File: src/rtl/neuron_mac_pkg.sv
// neuron_mac_pkg: Q8.24 fixed-point defaults, constants and FSM state encoding
package neuron_mac_pkg;
    localparam int WIDTH_D = 32;
    localparam int FL_D = 24;
    localparam logic [31:0] Q_ONE = 32'h0100_0000;
    localparam logic [31:0] Q_MAX = 32'h7FFF_FFFF;
    localparam logic [31:0] Q_MIN = 32'h8000_0000;
    typedef enum logic [1:0] {IDLE, ACC, DONE} state_t;
endpackage

File: src/rtl/neuron_mac_if.sv
// neuron_mac_if: start/pair handshake and result bus of the neuron MAC
interface neuron_mac_if import neuron_mac_pkg::*; #(parameter int WIDTH = WIDTH_D);
    logic en, start, in_valid, in_ready, busy, out_valid;
    logic [WIDTH-1:0] bias, x, w, sum;
    modport master (output en, start, bias, in_valid, x, w, input in_ready, busy, out_valid, sum);
    modport slave (input en, start, bias, in_valid, x, w, output in_ready, busy, out_valid, sum);
endinterface

File: src/rtl/neuron_mac_q_mult.sv
// q_mult: combinational signed fixed-point multiply, product floored to WIDTH bits at FL
module q_mult import neuron_mac_pkg::*; #(
    parameter int WIDTH = WIDTH_D,
    parameter int FL = FL_D
) (
    input  logic signed [WIDTH-1:0] a,
    input  logic signed [WIDTH-1:0] b,
    output logic signed [WIDTH-1:0] p
);
    logic signed [2*WIDTH-1:0] prod;
    assign prod = a * b;
    assign p = WIDTH'(prod >>> FL);
endmodule

File: src/rtl/neuron_mac.sv
// neuron_mac: serial MAC forming bias + sum(x*w) in Q8.24; NEURON_MAC_SAT_EN selects saturating adds
module neuron_mac import neuron_mac_pkg::*; #(
    parameter int WIDTH = WIDTH_D,
    parameter int FL = FL_D,
    parameter int N_IN = 4,
    parameter int CNT_W = 8
) (
    input logic clk,
    input logic rst,
    neuron_mac_if.slave bus
);
    state_t state, state_n;
    logic signed [WIDTH-1:0] acc, acc_n, p;
    logic [WIDTH-1:0] sum_q;
    logic [CNT_W-1:0] cnt;
    logic hs, last;
    q_mult #(.WIDTH(WIDTH), .FL(FL)) u_mult (.a(bus.x), .b(bus.w), .p(p));
    assign hs = bus.en && bus.in_valid && state == ACC;
    assign last = cnt == CNT_W'(N_IN - 1);
`ifdef NEURON_MAC_SAT_EN
    logic signed [WIDTH:0] s;
    assign s = {acc[WIDTH-1], acc} + {p[WIDTH-1], p};
    // sign bits disagree only on overflow; s[WIDTH] gives the true sign
    assign acc_n = s[WIDTH] == s[WIDTH-1] ? s[WIDTH-1:0]
                 : s[WIDTH] ? {1'b1, {(WIDTH-1){1'b0}}} : {1'b0, {(WIDTH-1){1'b1}}};
`else
    assign acc_n = acc + p;
`endif
    always_comb begin
        state_n = state;
        state_n = state == IDLE ? (bus.start ? ACC : IDLE)
                : state == ACC ? (bus.in_valid && last ? DONE : ACC)
                : IDLE;
    end
    always_ff @(posedge clk or negedge rst) begin
        if (!rst) begin
            state <= IDLE;
            acc <= '0;
            cnt <= '0;
            sum_q <= '0;
        end else if (bus.en) begin
            state <= state_n;
            if (state == IDLE && bus.start) begin
                acc <= bus.bias;
                cnt <= '0;
            end else if (hs) begin
                acc <= acc_n;
                cnt <= cnt + 1'b1;
            end
            // result registered with the last pair so it is visible in the DONE cycle
            if (hs && last) sum_q <= acc_n;
        end
    end
    assign bus.in_ready = bus.en && state == ACC;
    assign bus.busy = state != IDLE;
    assign bus.out_valid = state == DONE;
    assign bus.sum = sum_q;
endmodule

File: src/flat_wrapper.sv
// flat-port wrapper written by rule: the top's interface ports become plain ports
module neuron_mac_flat import neuron_mac_pkg::*;
#(
    parameter int WIDTH = WIDTH_D,
    parameter int FL = FL_D,
    parameter int N_IN = 4,
    parameter int CNT_W = 8
)
  (clk, rst, bus_en, bus_start, bus_bias, bus_in_valid, bus_x, bus_w, bus_in_ready, bus_busy, bus_out_valid, bus_sum);
  neuron_mac_if #(.WIDTH(WIDTH)) bus_i ();
  input logic clk;
  input logic rst;
  input wire logic [$bits(bus_i.en)-1:0] bus_en;
  input wire logic [$bits(bus_i.start)-1:0] bus_start;
  input wire logic [$bits(bus_i.bias)-1:0] bus_bias;
  input wire logic [$bits(bus_i.in_valid)-1:0] bus_in_valid;
  input wire logic [$bits(bus_i.x)-1:0] bus_x;
  input wire logic [$bits(bus_i.w)-1:0] bus_w;
  output wire logic [$bits(bus_i.in_ready)-1:0] bus_in_ready;
  output wire logic [$bits(bus_i.busy)-1:0] bus_busy;
  output wire logic [$bits(bus_i.out_valid)-1:0] bus_out_valid;
  output wire logic [$bits(bus_i.sum)-1:0] bus_sum;
  assign bus_i.en = bus_en;
  assign bus_i.start = bus_start;
  assign bus_i.bias = bus_bias;
  assign bus_i.in_valid = bus_in_valid;
  assign bus_i.x = bus_x;
  assign bus_i.w = bus_w;
  assign bus_in_ready = bus_i.in_ready;
  assign bus_busy = bus_i.busy;
  assign bus_out_valid = bus_i.out_valid;
  assign bus_sum = bus_i.sum;
  neuron_mac #(.WIDTH(WIDTH), .FL(FL), .N_IN(N_IN), .CNT_W(CNT_W)) u_core (.clk(clk), .rst(rst), .bus(bus_i));
endmodule
File: config.mk
export PLATFORM = sky130hd
export DESIGN_NAME = neuron_mac_flat
export DESIGN_NICKNAME = d
export VERILOG_FILES = /design/src/rtl/neuron_mac_pkg.sv /design/src/rtl/neuron_mac_if.sv /design/src/rtl/neuron_mac_q_mult.sv /design/src/rtl/neuron_mac.sv /design/src/flat_wrapper.sv
export SDC_FILE = /design/constraint.sdc
export NUM_CORES = 2
export LEC_CHECK = 0
export CORE_MARGIN = 2
export CORE_UTILIZATION = 50
export CTS_CLUSTER_DIAMETER = 200
export DETAILED_ROUTE_END_ITERATION = 8
export PLACE_DENSITY = 0.77
export SETUP_SLACK_MARGIN = 0.5
export SYNTH_ARGS = -nofsm -noshare
export SYNTH_HDL_FRONTEND = slang
export SYNTH_SLANG_ARGS = --single-unit
File: constraint.sdc
create_clock -name clk -period 3.4 [get_ports clk]
set_clock_uncertainty 0.05 [all_clocks]
set_input_delay 0.51 -clock clk [delete_from_list [all_inputs] [get_ports clk]]
set_output_delay 0.51 -clock clk [all_outputs]
set_load 0.05 [all_outputs]
==> impl_metrics.env <==
export IMPL_status="finished, violations left"
export IMPL_violations="setup timing"
export IMPL_synth_edf_count=0
export IMPL_fmax_ghz=0.104
export IMPL_cpMostUsedCell="fa_1"
export IMPL_clock_tree_root_cell="clkbuf_16"
export IMPL_first_pass_iters=7
export IMPL_placed_cells=5335
export IMPL_synth_seq_cells=74
export IMPL_place_port_buffers=135
export IMPL_worstPathArrival_ns=9.78
export IMPL_yosys_cell_types_count=58
export IMPL_synth_compound_area_share_pct=4.38
export IMPL_dp_hpwl_um=85300
export IMPL_maxSlewViolCount=0
export IMPL_cts_buffer_depth=2
export IMPL_drv_cap=0
export IMPL_synthToLayoutAreaGrowth_pct=28.1
export IMPL_cts_buffers_inserted=9
export IMPL_muxShareOfSynthArea_pct=0.877
export IMPL_dieWidth_um=277
export IMPL_r2r_cells=11
export IMPL_fp_row_count=100
export IMPL_gp_congestion=0.931
export IMPL_final_hold_viol_count=0
export IMPL_yosysWarningCount=0
export IMPL_synth_adder_area_share_pct=59.7
export IMPL_yosys_area_share_xor_xnor_pct=2.15
export IMPL_timing_rr_end="u_core.acc[26]$_DFFE_PN0P_"
export IMPL_top_layer="met5"
export IMPL_mostFrequentLayoutCells="917 x fa_1, 866 x inv_1, 589 x nand2_1"
export IMPL_num_io_pins=136
export IMPL_hp_class="input pin to async pin"
export IMPL_first_iter_violations=2663
export IMPL_cp_buffers_inverters=6
export IMPL_relSlewSlack_pct=36.3
export IMPL_core_area_sq_um=74100
export IMPL_cts_sinks=74
export IMPL_syn_nets=5298
export IMPL_antenna_found_initial=4
export IMPL_worstSetupPathType="input pin to flip-flop"
export IMPL_synth_top_family_by_area="adder cells"
export IMPL_drive_above_1_share_pct=22.8
export IMPL_finalCriticalPeriod_ns=9.58
export IMPL_vias_per_cell=5.57
export IMPL_reg2reg_from="u_core.acc[17]$_DFFE_PN0P_"
export IMPL_die_h_um=277
export IMPL_synthSimpleGateAreaFrac_pct=16.6
export IMPL_finalNetCount=5850
export IMPL_syn_area_per_cell_sq_um=9.29
export IMPL_grt_max_degree=75
export IMPL_drc=0
export IMPL_end_kind="flip-flop"
export IMPL_postSynth_asyncResetShare_pct=100
export IMPL_synthCells=4009
export IMPL_wl_met2_um=59500
export IMPL_cts_tree="yes"
export IMPL_grt_pass1_wl_um=188000
export IMPL_worstMarginPinSlew_ns=0.956
export IMPL_clk_pin_slew_ns=0.06
export IMPL_crit_family="adder cells"
export IMPL_ant_nets=0
export IMPL_cp_depth=36
export IMPL_wl_per_cell_um=22.1
export IMPL_met1Wirelength_um=40200
export IMPL_cts_max_level=3
export IMPL_finalSetupViolations=64
export IMPL_final_common_cell="fa_1"
export IMPL_cp_start_kind="input pin"
export IMPL_required_ns=3.60
export IMPL_worst_slack_ns=-6.18
export IMPL_routed_wl_um=122000
export IMPL_ctsHoldBuffers=0
export IMPL_die_area_sq_um=76700
export IMPL_final_period_utilization_pct=282
export IMPL_vias=30900
export IMPL_wl_met3_um=11600
export IMPL_critPathSlowestCell="fa_1"
export IMPL_grt_usage_pct=31.8
export IMPL_grt_pass1_vias=34500
export IMPL_seq_area_frac_synth_pct=4.97
export IMPL_initial_core_util_pct=50.3
export IMPL_overflow=0
export IMPL_ys_flop_type="dfrtp_1"
export IMPL_ff2ff_setup_slack_ns=0.33
export IMPL_critPathMaxFanout=8
export IMPL_netlist_area_sq_um=37200
export IMPL_rsz0062_at_grt="yes"
export IMPL_clk_latency_ns=0.34
export IMPL_max_stage_delay_ns=0.67
export IMPL_stdcell_count=5537
-- repair_timing --
| item | 4_1_cts | 5_1_grt |
|---|---|---|
| pin swaps | 181 | 147 |
| cloned | 36 | 2 |
| setup endpoints to repair | 64 | 64 |
| setup buffers | 106 | 40 |
| resized for setup | 457 | 196 |
-- sequential cells by signal, summed over array words and instances, names as in the netlist --
signal and count:
u_core.state 2, u_core.cnt 8, u_core.bus.sum 32, u_core.acc 32
-- synth_stat cells, types with 3 or more instances --
master       n  area (sq um)
mux2_2      29           327
and4_1       3          26.3
a31oi_1     36           225
o2111ai_1    4          35.0
o211ai_1     6          45.0
a211oi_1    10          75.1
clkbuf_1   213           800
nor2b_1     18           113
o31ai_1      4          30.0
o211a_1      3          30.0
o21ai_0     36           180
fa_1       983         19700
or2_2        3          18.8
nand3_1     20           100
dfrtp_1     74          1850
and2_1     484          3030
a31o_2       3          26.3
o21bai_1     7          52.6
nand4_1     11          68.8
a21oi_1     61           305
xor2_1      29           254
a21o_1      39           293
nor2_1      75           282
a221o_1      3          30.0
nand2_1    602          2260
and3_1      11          68.8
o221ai_1     3          26.3
xnor2_1     60           526
ha_1       205          2560
nand2b_1    17           106
inv_1      906          3400
o21a_1      10          75.1
nor3_1       9          45.0
-- worst max-delay path by stage --
| stage | to | start |
|---|---|---|
| 2_1_floorplan | u_core.bus.sum[26]$_DFFE_PN0P_ | bus_w[7] |
| 3_3_place_gp | u_core.bus.sum[20]$_DFFE_PN0P_ | bus_w[6] |
| 3_5_place_dp | u_core.bus.sum[20]$_DFFE_PN0P_ | bus_w[2] |
| 4_1_cts | u_core.acc[26]$_DFFE_PN0P_ | bus_x[15] |
| 5_1_grt | u_core.acc[26]$_DFFE_PN0P_ | bus_x[11] |
| 6_report | u_core.acc[26]$_DFFE_PN0P_ | bus_x[10] |
-- layout make-up --
type                            instances  area [sq um]
Timing Repair Buffer                  755          7990
Tap cell                              969          1210
Clock inverter                          5          61.3
Clock buffer                           11           243
Antenna cell                            2          5.00
Sequential cell                        74          1850
Fill cell                            5419         26400
Inverter                              906          3400
Multi-Input combinational cell       2815         32900
-- per-stage QoR --
stage / setup TNS, ns / hold WS [ns] / util [%] / setup slack (ns) / area, sq um
2_1_floorplan: -296.03 / 0.164 / - / -5.54 / 38000
3_3_place_gp: -379.36 / 0.436 / 58.6 / -6.48 / 43400
3_5_place_dp: -386.04 / 0.443 / 58.6 / -6.61 / 43400
4_1_cts: -335.65 / 0.300 / 63.1 / -5.86 / 46700
5_1_grt: -365.99 / 0.347 / 64.4 / -6.43 / 47700
6_report: -353.46 / 0.257 / 64.4 / -6.18 / 47700
-- worst reg2reg max path, stage by stage, from the launching register on --
cell       delay, ns
dfrtp_1         0.42
ha_1            0.38
and2_1          0.19
a221o_1         0.32
a2111oi_4       0.30
o221ai_1        0.14
a41o_1          0.26
a41o_1          0.25
o22a_1          0.21
xor2_1          0.19
nand2_1         0.07
a31oi_1         0.21
-- kinds of logic after synthesis --
logic type / after synthesis
flops: 74
fa+ha+maj: 1188
simple gates: 1260
mux: 29
compound gates: 248
xor+xnor: 90
buf+inv: 1120
-- layer usage --
metal	vias up	track usage, %
met5	-	0
met4	4	22.1
met3	697	6.02
met2	1755	53.8
met1	15700	36.6
li1	12800	-
Power is left out: the tool's default activity adds up to more than one toggle a clock period on the data nets, which glitch-free logic cannot reach.
